File: config.mk
export PLATFORM = sky130hd
export DESIGN_NAME = sram_arbiter_flat
export DESIGN_NICKNAME = d
export VERILOG_FILES = /design/src/rtl/sram_arbiter_if.sv /design/src/rtl/sram_arbiter.sv /design/src/flat_wrapper.sv
export SDC_FILE = /design/constraint.sdc
export NUM_CORES = 1
export LEC_CHECK = 0
export ABC_CLOCK_PERIOD_IN_PS = 2000
export BUFFER_PORTS_ARGS = -buffer_cell sky130_fd_sc_hd__buf_4
export CAP_MARGIN = 15
export CORE_MARGIN = 2
export CORE_UTILIZATION = 35
export CTS_CLUSTER_SIZE = 20
export DETAILED_ROUTE_END_ITERATION = 6
export MAX_ROUTING_LAYER = met4
export PLACE_DENSITY = 0.7
export SLEW_MARGIN = 25
export SYNTH_ARGS = -nofsm -noshare
export SYNTH_HDL_FRONTEND = slang
export SYNTH_SLANG_ARGS = --single-unit
File: constraint.sdc
create_clock -name clk -period 2 [get_ports clk]
set_input_delay 0.1 -clock clk [delete_from_list [all_inputs] [get_ports clk]]
set_output_delay 0.1 -clock clk [all_outputs]
set_load 0.05 [all_outputs]
File: src/rtl/sram_arbiter_if.sv
// Request/response bundle between two CPU-side masters, the arbiter and one single-port SRAM.
// The arbiter uses the slave modport; the CPU/SRAM side of the bundle uses the master modport.
interface sram_arbiter_if #(
  parameter int ADDR  = 8,
  parameter int WIDTH = 32
);
  logic             m0_valid;
  logic             m0_we;
  logic [ADDR-1:0]  m0_addr;
  logic [WIDTH-1:0] m0_wdata;
  logic             m0_ready;
  logic             m0_rvalid;
  logic [WIDTH-1:0] m0_rdata;

  logic             m1_valid;
  logic             m1_we;
  logic [ADDR-1:0]  m1_addr;
  logic [WIDTH-1:0] m1_wdata;
  logic             m1_ready;
  logic             m1_rvalid;
  logic [WIDTH-1:0] m1_rdata;

  logic             mem_we;
  logic [ADDR-1:0]  mem_addr;
  logic [WIDTH-1:0] mem_wdata;
  logic [WIDTH-1:0] mem_rdata;

  modport master (
    output m0_valid, m0_we, m0_addr, m0_wdata,
    input  m0_ready, m0_rvalid, m0_rdata,
    output m1_valid, m1_we, m1_addr, m1_wdata,
    input  m1_ready, m1_rvalid, m1_rdata,
    input  mem_we, mem_addr, mem_wdata,
    output mem_rdata
  );

  modport slave (
    input  m0_valid, m0_we, m0_addr, m0_wdata,
    output m0_ready, m0_rvalid, m0_rdata,
    input  m1_valid, m1_we, m1_addr, m1_wdata,
    output m1_ready, m1_rvalid, m1_rdata,
    output mem_we, mem_addr, mem_wdata,
    input  mem_rdata
  );
endinterface

File: src/rtl/sram_arbiter.sv
// Two-master arbiter for a single-port SRAM with a 1-cycle registered read.
// Burst-limited round-robin: a master keeps the port for at most MAX_BURST cycles under contention.
module sram_arbiter #(
  parameter int ADDR      = 8,
  parameter int WIDTH     = 32,
  parameter int MAX_BURST = 4
) (
  input  logic           clk,
  input  logic           res,
  sram_arbiter_if.slave  bus
);

  localparam int CNT_W = $clog2(MAX_BURST + 1);
  localparam logic [CNT_W-1:0] MAX_CNT = CNT_W'(MAX_BURST);
  localparam logic [CNT_W-1:0] ONE_CNT = CNT_W'(1);

  logic             rr_last_q, rr_last_d;
  logic [CNT_W-1:0] burst_cnt_q, burst_cnt_d;
  logic [ADDR-1:0]  addr_hold_q, addr_hold_d;
  logic [WIDTH-1:0] wdata_hold_q, wdata_hold_d;
  logic             rsel_q, rsel_d;
  logic             rpend_q, rpend_d;

  logic             gnt_any;
  logic             gnt_sel;
  logic             keep_last;
  logic             sel_we;
  logic [ADDR-1:0]  sel_addr;
  logic [WIDTH-1:0] sel_wdata;

  function automatic logic [CNT_W-1:0] sat_inc(input logic [CNT_W-1:0] cnt);
    if (cnt >= MAX_CNT) return MAX_CNT;
    return cnt + ONE_CNT;
  endfunction

  // The last winner keeps the port only while its burst is open and below the limit.
  assign keep_last = (burst_cnt_q != '0) && (burst_cnt_q < MAX_CNT);

  always_comb begin
    gnt_any = 1'b0;
    gnt_sel = 1'b0;
    if (res) begin
      unique case ({bus.m1_valid, bus.m0_valid})
        2'b01: begin
          gnt_any = 1'b1;
          gnt_sel = 1'b0;
        end
        2'b10: begin
          gnt_any = 1'b1;
          gnt_sel = 1'b1;
        end
        2'b11: begin
          gnt_any = 1'b1;
          gnt_sel = keep_last ? rr_last_q : ~rr_last_q;
        end
        default: begin
          gnt_any = 1'b0;
          gnt_sel = 1'b0;
        end
      endcase
    end
  end

  assign sel_we    = gnt_sel ? bus.m1_we    : bus.m0_we;
  assign sel_addr  = gnt_sel ? bus.m1_addr  : bus.m0_addr;
  assign sel_wdata = gnt_sel ? bus.m1_wdata : bus.m0_wdata;

  assign bus.m0_ready = gnt_any & ~gnt_sel;
  assign bus.m1_ready = gnt_any &  gnt_sel;

  // When idle the SRAM keeps re-reading the last address with no write.
  assign bus.mem_we    = gnt_any & sel_we;
  assign bus.mem_addr  = gnt_any ? sel_addr  : addr_hold_q;
  assign bus.mem_wdata = gnt_any ? sel_wdata : wdata_hold_q;

  // Responses are masked while reset is held so an in-flight read never completes.
  assign bus.m0_rvalid = res & rpend_q & ~rsel_q;
  assign bus.m1_rvalid = res & rpend_q &  rsel_q;
  assign bus.m0_rdata  = bus.mem_rdata;
  assign bus.m1_rdata  = bus.mem_rdata;

  always_comb begin
    rr_last_d    = rr_last_q;
    burst_cnt_d  = burst_cnt_q;
    addr_hold_d  = addr_hold_q;
    wdata_hold_d = wdata_hold_q;
    rsel_d       = rsel_q;
    rpend_d      = 1'b0;
    if (gnt_any) begin
      rr_last_d    = gnt_sel;
      addr_hold_d  = sel_addr;
      wdata_hold_d = sel_wdata;
      rsel_d       = gnt_sel;
      rpend_d      = ~sel_we;
      if ((gnt_sel == rr_last_q) && (burst_cnt_q != '0)) begin
        burst_cnt_d = sat_inc(burst_cnt_q);
      end else begin
        burst_cnt_d = ONE_CNT;
      end
    end else begin
      burst_cnt_d = '0;
    end
  end

  // rr_last resets to m1 so the first contention after reset goes to m0.
  always_ff @(posedge clk) begin
    if (!res) begin
      rr_last_q    <= 1'b1;
      burst_cnt_q  <= '0;
      addr_hold_q  <= '0;
      wdata_hold_q <= '0;
      rsel_q       <= 1'b0;
      rpend_q      <= 1'b0;
    end else begin
      rr_last_q    <= rr_last_d;
      burst_cnt_q  <= burst_cnt_d;
      addr_hold_q  <= addr_hold_d;
      wdata_hold_q <= wdata_hold_d;
      rsel_q       <= rsel_d;
      rpend_q      <= rpend_d;
    end
  end

endmodule

File: src/flat_wrapper.sv
// flat-port wrapper written by rule: the top's interface ports become plain ports
module sram_arbiter_flat 
#(
  parameter int ADDR      = 8,
  parameter int WIDTH     = 32,
  parameter int MAX_BURST = 4
)
  (clk, res, bus_m0_valid, bus_m0_we, bus_m0_addr, bus_m0_wdata, bus_m0_ready, bus_m0_rvalid, bus_m0_rdata, bus_m1_valid, bus_m1_we, bus_m1_addr, bus_m1_wdata, bus_m1_ready, bus_m1_rvalid, bus_m1_rdata, bus_mem_we, bus_mem_addr, bus_mem_wdata, bus_mem_rdata);
  sram_arbiter_if #(.ADDR(ADDR), .WIDTH(WIDTH)) bus_i ();
  input  logic clk;
  input  logic res;
  input wire logic [$bits(bus_i.m0_valid)-1:0] bus_m0_valid;
  input wire logic [$bits(bus_i.m0_we)-1:0] bus_m0_we;
  input wire logic [$bits(bus_i.m0_addr)-1:0] bus_m0_addr;
  input wire logic [$bits(bus_i.m0_wdata)-1:0] bus_m0_wdata;
  output wire logic [$bits(bus_i.m0_ready)-1:0] bus_m0_ready;
  output wire logic [$bits(bus_i.m0_rvalid)-1:0] bus_m0_rvalid;
  output wire logic [$bits(bus_i.m0_rdata)-1:0] bus_m0_rdata;
  input wire logic [$bits(bus_i.m1_valid)-1:0] bus_m1_valid;
  input wire logic [$bits(bus_i.m1_we)-1:0] bus_m1_we;
  input wire logic [$bits(bus_i.m1_addr)-1:0] bus_m1_addr;
  input wire logic [$bits(bus_i.m1_wdata)-1:0] bus_m1_wdata;
  output wire logic [$bits(bus_i.m1_ready)-1:0] bus_m1_ready;
  output wire logic [$bits(bus_i.m1_rvalid)-1:0] bus_m1_rvalid;
  output wire logic [$bits(bus_i.m1_rdata)-1:0] bus_m1_rdata;
  output wire logic [$bits(bus_i.mem_we)-1:0] bus_mem_we;
  output wire logic [$bits(bus_i.mem_addr)-1:0] bus_mem_addr;
  output wire logic [$bits(bus_i.mem_wdata)-1:0] bus_mem_wdata;
  input wire logic [$bits(bus_i.mem_rdata)-1:0] bus_mem_rdata;
  assign bus_i.m0_valid = bus_m0_valid;
  assign bus_i.m0_we = bus_m0_we;
  assign bus_i.m0_addr = bus_m0_addr;
  assign bus_i.m0_wdata = bus_m0_wdata;
  assign bus_m0_ready = bus_i.m0_ready;
  assign bus_m0_rvalid = bus_i.m0_rvalid;
  assign bus_m0_rdata = bus_i.m0_rdata;
  assign bus_i.m1_valid = bus_m1_valid;
  assign bus_i.m1_we = bus_m1_we;
  assign bus_i.m1_addr = bus_m1_addr;
  assign bus_i.m1_wdata = bus_m1_wdata;
  assign bus_m1_ready = bus_i.m1_ready;
  assign bus_m1_rvalid = bus_i.m1_rvalid;
  assign bus_m1_rdata = bus_i.m1_rdata;
  assign bus_mem_we = bus_i.mem_we;
  assign bus_mem_addr = bus_i.mem_addr;
  assign bus_mem_wdata = bus_i.mem_wdata;
  assign bus_i.mem_rdata = bus_mem_rdata;
  sram_arbiter #(.ADDR(ADDR), .WIDTH(WIDTH), .MAX_BURST(MAX_BURST)) u_core (.clk(clk), .res(res), .bus(bus_i));
endmodule
==> results.md, run 1 <==
* Top cell type's share of synthesized area at 28.94%
* Final WS setup at -157.4 ps
* Final antenna-violating net count at 0
* Final HPWL DP at 5671 um
* Root Buffer Master: clkbuf_8
* CTS max path bufs at 2
* CP Class: reg -> out
* RSZ-0062 raised after global routing: true
* R2R depth at 10
* Min Tclk post-route at 2157 ps
* Crit path DAT at 2060 ps
* Starting density of the core at 36.31%
* Most area-consuming cells after synthesis: dfxtp_1 (29%), a221o_1 (24%), buf_4 (15%), and2_1 (15%), buf_6 (2.5%)
* Routability Congestion at 0.8210
* Total Power at 2.977 mW
* DRC viols at 0
* Largest net degree at the start of global routing at 27
* Synthesized netlist cell count at 346
* Vias/cell at 5.483
* TritonCTS clock tree: done
* Starting DRT DRC Count at 90
* CP Capture Point: bus_mem_wdata[1]
* Met2 WL at 4475 um
* CP Capture Type: output port
* Critical path peak fanout at 11
* CP top delay family: buffers and inverters
* I/O Buffers at 130
* Antenna diodes at 0
* Reg clk slew, reported paths at 90 ps
* P_leak at 2.050 nW
* Synth Area per Inst at 9.196 um^2
* FILL cells at 801
* Clock sink count at 46
* Sequential-to-total area share from yosys stat at 28.94%
* Placed Area at 3944 um^2
* Storage element area at 924.6 um^2
* Ys Warns at 0
* Worst Setup Start Kind: flip-flop
* Initial antenna violation count at 0
* FMAX at 463.5 MHz
* HP Class: in -> reg
* Cell area after synthesis at 3182 um^2
* Fin. Hold Viols at 0
* PwrDens at 648.7 nW/um^2
* DR WL/cell at 16.87 um
* Die Span Y at 99.35 um
* Final Instance Area at 4588 um^2
* Die area at 9869 um^2
* Area grow syn2layout at 44.20%
* First-pass GRT wire length at 14630 um
* GR Util All Layers at 18.70%
* Setup TNS at -5538 ps
* Synth async-reset ratio at 0%
* Cts hold-fix bufs at 0
* Most used DFF post-synth: dfxtp_1
* # nets final at 549
* Worst Max-Slew Pin Slew at 833.9 ps
* Fin util at 52.36%
* Mapped Nets at 466
* Vias in the first global route at 3038
* Failing checks: negative setup slack
* Setup violators final at 43
* Levels on crit path at 8
* Drt first pass iters at 4
* Period Utilization, post-route at 107.9%
* M1 WL at 3889 um
* Area taken by multi-input logic gates at 1720 um^2
* Total wire length at 9077 um
* Critical path buffers and inverters at 4
* CTS Buf Count at 5
* Max Cap Violations at 0
* H-tree levels at 2
* Library cells used by synthesis at 36
* Slew Viols, Final at 0
* Vias at 2950
* Later-pin clock latency in the skew report at 290 ps
* Global route overflow at 0
* DIE WIDTH at 99.35 um
* Worst path required time at 1900 ps
* Max IR drop VDD at 0.2791 mV
* Post-synth EDFFs at 0
* Worst slew margin at 44.16%
* Leading area contributor after synthesis: dfxtp_1
* Layout cells sized above 1 at 54.42%
* Core footprint at 8763 um^2
* Outcome: finished with violations
* Worst Clk Skew at 8.306 ps
* FF-to-FF Start: u_core.burst_cnt_q[1]$_SDFF_PP0_
* CP peak stage delay at 370 ps
* R2R setup slack at 50 ps
* IO Count at 227
* Met3 Wirelength at 557 um
* CP cell instances: inv_2 -> ha_4 -> or3_4 -> a31oi_4 -> buf_12 -> buf_16 -> a221o_2 -> buf_6
* Worst r2r dst: u_core.addr_hold_q[6]$_SDFF_PN0_
* Synthesis-stage register bit count at 46
* CP max-delay cell: or3_4
* # rows at 34
* CP Launch Point: u_core.burst_cnt_q[1]$_SDFF_PP0_
* Top sig layer: met4
==> logic make-up after synthesis <==
kind of cell	Yosys count	synth area share, %
flip-flops	46	28.94
AND/OR/NAND/NOR	103	20.17
buffers and inverters	97	21.20
AO/OA/AOI/OAI	98	28.90
adder cells (fa/ha/maj)	2	0.7863
==> power by group <==
part	switching, mW	internal (mW)	leakage, nW
logic	0.712	0.647	1.62
clock network	0.313	0.280	0.0482
registers	0.0307	0.995	0.382
total	1.06	1.92	2.05
==> state kept, by name (all words and copies together), names as in the netlist <==
name / cells
u_core.addr_hold_q: 8
u_core.burst_cnt_q: 3
u_core.rpend_q: 1
u_core.rr_last_q: 1
u_core.rsel_q: 1
u_core.wdata_hold_q: 32
==> worst reg2reg max path: cells and delay by family (launching register included) <==
| family | cells | cell delay [ps] |
|---|---|---|
| fa+ha+maj | 1 | 170 |
| compound gates | 3 | 610 |
| flops | 1 | 350 |
| buf+inv | 6 | 710 |
==> routing by layer <==
metal / vias to the layer above / track usage (%)
met1: 1411 / 22.50
met2: 104 / 31.19
met3: 27 / 3.795
met4: 0 / 6.428
li1: 1408 / -
met5: - / -
==> cells in the mapped netlist, drive strengths merged, types with 2 or more instances <==
cell    instances
buf            83
a31oi           2
a211oi          2
a21oi           5
clkbuf          9
inv             5
nor3            3
and3            2
dfxtp          46
nor4            3
nand3           2
a221o          76
and2           77
nand2           4
nor2            6
o21ai           4
o31ai           2
ha              2
==> metrics by stage <==
stage | setup slack (ps) | hold slack [ps] | cells
after floorplan | -19.80 | 237.8 | 346
after global routing | -218.0 | 16.36 | 538
after global placement | -18.75 | 200.5 | 515
after detailed placement | -53.57 | 200.5 | 515
after CTS | -166.3 | 20.32 | 536
final | -157.4 | 33.35 | 538
==> cells in the final DEF, fill, tap and decap left out, drive strengths merged <==
| cell | n |
|---|---|
| buf | 164 |
| and2 | 77 |
| a221o | 76 |
| dfxtp | 46 |
| clkbuf | 7 |
| nor2 | 6 |
| inv | 5 |
| a21oi | 5 |
| nand2 | 4 |
| bufbuf | 4 |
| o21ai | 4 |
| nor4 | 3 |
| nor3 | 3 |
| and3 | 2 |
| a31oi | 2 |
| o31ai | 2 |
| nand3 | 2 |
| a211oi | 2 |
| ha | 2 |
| or3 | 1 |
| o211a | 1 |
| nor4b | 1 |
| o211ai | 1 |
| or4b | 1 |
| nand4 | 1 |
| a41oi | 1 |
| o21a | 1 |
| nand3b | 1 |
| nor3b | 1 |
| a21boi | 1 |
| o31a | 1 |
| o311ai | 1 |
| clkinv | 1 |
==> area by class of cell <==
cell class / instances / share of cell area [%]
inverters: 5 / 0.4091
clock inverters: 1 / 0.1091
multi-input cells: 203 / 37.50
well taps: 108 / 2.945
clock buffers: 7 / 1.882
flip-flops and latches: 46 / 20.15
repair buffers: 168 / 37.01
==> what timing repair did <==
action / 4_1_cts / 5_1_grt
gates resized for setup: 69 / 5
cloned: 7 / 0
setup buffers: 6 / 2
hold endpoints to repair: 0 / 0
pin swaps: 13 / 5
endpoints found under the setup margin: 43 / 43
==> how the worst min path moves through the flow <==
stage                      start                            endpoint  slack [ps]  depth (start not counted)
2_1_floorplan     bus_m1_addr[0]    u_core.addr_hold_q[0]$_SDFF_PN0_         240                          1
3_3_place_gp   bus_mem_rdata[19]                    bus_m0_rdata[19]         200                          0
3_5_place_dp   bus_mem_rdata[19]                    bus_m0_rdata[19]         200                          0
4_1_cts           bus_m1_addr[0]    u_core.addr_hold_q[0]$_SDFF_PN0_          20                          2
5_1_grt           bus_m0_addr[0]    u_core.addr_hold_q[0]$_SDFF_PN0_          20                          2
6_report        bus_m0_wdata[26]  u_core.wdata_hold_q[26]$_SDFF_PN0_          30                          2
No activity file was read; power rests on OpenSTA's default activity.
==> inputs of run 2 (changes only) <==
Settings changed: CORE_UTILIZATION 35 to 42, PLACE_DENSITY 0.7 to 0.82.
==> results.md, run 2 (same netlist as run 1, synthesis figures left out) <==
* Setup violators final at 41 (was 43)
* CP most frequent cell: buf_6
* Drt first pass iters at 4 (unchanged)
* I/O Buffers at 130 (unchanged)
* Antenna diodes at 0 (unchanged)
* Failing checks: negative setup slack (unchanged)
* CP Class: reg -> out (unchanged)
* Die Span Y at 91.04 um (was 99.35 um)
* CP top delay family: buffers and inverters (unchanged)
* Final HPWL DP at 5789 um (was 5671 um)
* Vias/cell at 5.804 (was 5.483)
* Clock sink count at 46 (unchanged)
* GR Util All Layers at 20.69% (was 18.70%)
* DRC viols at 0 (unchanged)
* Placed Area at 3920 um^2 (was 3944 um^2)
* Period Utilization, post-route at 108.0% (was 107.9%)
* Slew Viols, Final at 0 (unchanged)
* Hold Slack at 30.75 ps (was 33.35 ps)
* Total wire length at 9490 um (was 9077 um)
* Global route overflow at 0 (unchanged)
* DR WL/cell at 17.91 um (was 16.87 um)
* Vias in the first global route at 2869 (was 3038)
* TritonCTS clock tree: done (unchanged)
* IO Count at 227 (unchanged)
* CP Capture Type: output port (unchanged)
* Worst Clk Skew at 13.83 ps (was 8.306 ps)
* Final Instance Area at 4604 um^2 (was 4588 um^2)
* Max FFs per register at 32 (unchanged)
* Biggest register: u_core.wdata_hold_q (unchanged)
* Min Tclk post-route at 2161 ps (was 2157 ps)
* Layout cells sized above 1 at 55.68% (was 54.42%)
* Core footprint at 7292 um^2 (was 8763 um^2)
* Critical path peak fanout at 6 (was 11)
* Worst path required time at 1900 ps (about the same)
* # rows at 31 (was 34)
* Later-pin clock latency in the skew report at 300 ps (was 290 ps)
* Root Buffer Master: clkbuf_8 (unchanged)
* Routability Congestion at 0.7727 (was 0.8210)
* Area grow syn2layout at 44.71% (was 44.20%)
* Reg clk slew, reported paths at 90 ps (about the same)
* Most common cell after layout, fill and taps aside: buf_4 (unchanged)
* Most frequent cells in the layout: buf_4 (115), and2_1 (76), dfxtp_1 (42) (was buf_4 (112), and2_1 (76), dfxtp_1 (43))
* FMAX at 462.8 MHz (was 463.5 MHz)
* Critical path buffers and inverters at 4 (unchanged)
* Starting density of the core at 43.63% (was 36.31%)
* Initial antenna violation count at 0 (unchanged)
* Worst slew margin at 34.99% (was 44.16%)
* FILL cells at 601 (was 801)
* Vias at 3076 (was 2950)
* CTS Buf Count at 5 (unchanged)
* P_leak at 2.042 nW (was 2.050 nW)
* Max IR drop VDD at 0.2924 mV (was 0.2791 mV)
* # nets final at 551 (was 549)
* H-tree levels at 2 (unchanged)
* Worst Max-Slew Pin Slew at 970.9 ps (was 833.9 ps)
* Worst Setup Start Kind: flip-flop (unchanged)
* Largest registers: u_core.wdata_hold_q: 32 flops, u_core.addr_hold_q: 8 flops, u_core.burst_cnt_q: 3 flops (unchanged)
* HP Class: in -> reg (unchanged)
* Final antenna-violating net count at 0 (unchanged)
* RSZ-0062 raised after global routing: true (unchanged)
* Outcome: finished with violations (unchanged)
* Cts hold-fix bufs at 0 (unchanged)
* PwrDens at 643.8 nW/um^2 (was 648.7 nW/um^2)
* Die area at 8288 um^2 (was 9869 um^2)
* Final WS setup at -160.8 ps (was -157.4 ps)
* CP cell instances: inv_2 -> ha_4 -> nor4b_4 -> nor3_4 -> buf_6 -> buf_6 -> a221o_2 -> buf_8 (was inv_2 -> ha_4 -> or3_4 -> a31oi_4 -> buf_12 -> buf_16 -> a221o_2 -> buf_6)
* Max Cap Violations at 0 (unchanged)
* Fin. Hold Viols at 0 (unchanged)
* CTS max path bufs at 2 (unchanged)
* First-pass GRT wire length at 13790 um (was 14630 um)
* Largest net degree at the start of global routing at 33 (was 27)
* CP peak stage delay at 360 ps (was 370 ps)
* Starting DRT DRC Count at 142 (was 90)
* CP max-delay cell: a221o_2 (was or3_4)
* Crit path DAT at 2060 ps (about the same)
* DIE WIDTH at 91.04 um (was 99.35 um)
run 2: cell types whose count changed in the layout (fill, tap and decap cells not counted), moves of 2 or more:
cell	previous run	this run
o31ai_4	0	2
buf_4	112	115
buf_16	4	0
buf_8	11	25
buf_6	33	19
bufbuf_16	4	1
clkbuf_16	0	4
run 2: area by class of cell:
type	count	area (um^2)	share of cell area (%)
sequential	46	925.9	20.11
timing repair buffer	170	1690	36.71
clock buffer	5	68.82	1.495
tap	99	123.9	2.690
clock inverter	2	10.01	0.2174
multi-input combinational	203	1767	38.37
inverter	5	18.77	0.4076
run 2: stage by stage:
step | TNS [ps] | power (mW) | cells | utilization [%] | setup slack, ps
finish | -5132 | 2.965 | 530 | 63.14 | -160.8
global route | -8159 | 3.086 | 530 | 63.14 | -228.5
CTS | -5916 | 2.893 | 521 | 60.09 | -178.3
detailed placement | -1581 | 2.179 | 506 | 53.76 | -96.90
global placement | -586.2 | 2.161 | 506 | 53.76 | -35.70
floorplan | -178.2 | 2.127 | 346 | - | -19.80
run 2: worst paths after layout:
check / end / depth (start not counted) / slack (ps) / start
setup / recovery: bus_mem_wdata[1] / 8 / -160 / u_core.burst_cnt_q[1]$_SDFF_PP0_
hold / removal: u_core.addr_hold_q[0]$_SDFF_PN0_ / 2 / 30 / bus_m1_addr[0]
setup reg to reg: u_core.wdata_hold_q[23]$_SDFF_PN0_ / 9 / 100 / u_core.burst_cnt_q[1]$_SDFF_PP0_
hold reg to reg: u_core.rsel_q$_SDFFE_PN0P_ / 2 / 510 / u_core.rsel_q$_SDFFE_PN0P_
run 2: where the power goes:
| part | switching, mW | internal, mW |
|---|---|---|
| Combinational | 0.726 | 0.651 |
| Clock | 0.320 | 0.236 |
| Sequential | 0.0368 | 0.995 |
| Total | 1.08 | 1.88 |
run 2: repair_timing:
item / in CTS / in global routing
setup endpoints to repair: 43 / 47
pin swaps: 20 / 12
buffers inserted: 7 / 8
gates cloned: 2 / 5
gates resized for setup: 77 / 24
run 2: layer usage:
metal / track usage (%) / share of wire, % / vias to the layer above
li1: - / - / 1406
met1: 24.35 / 40 / 1491
met2: 34.88 / 50 / 148
met3: 5.726 / 7.3 / 31
met4: 5.429 / 2.6 / 0
met5: - / 0 / -
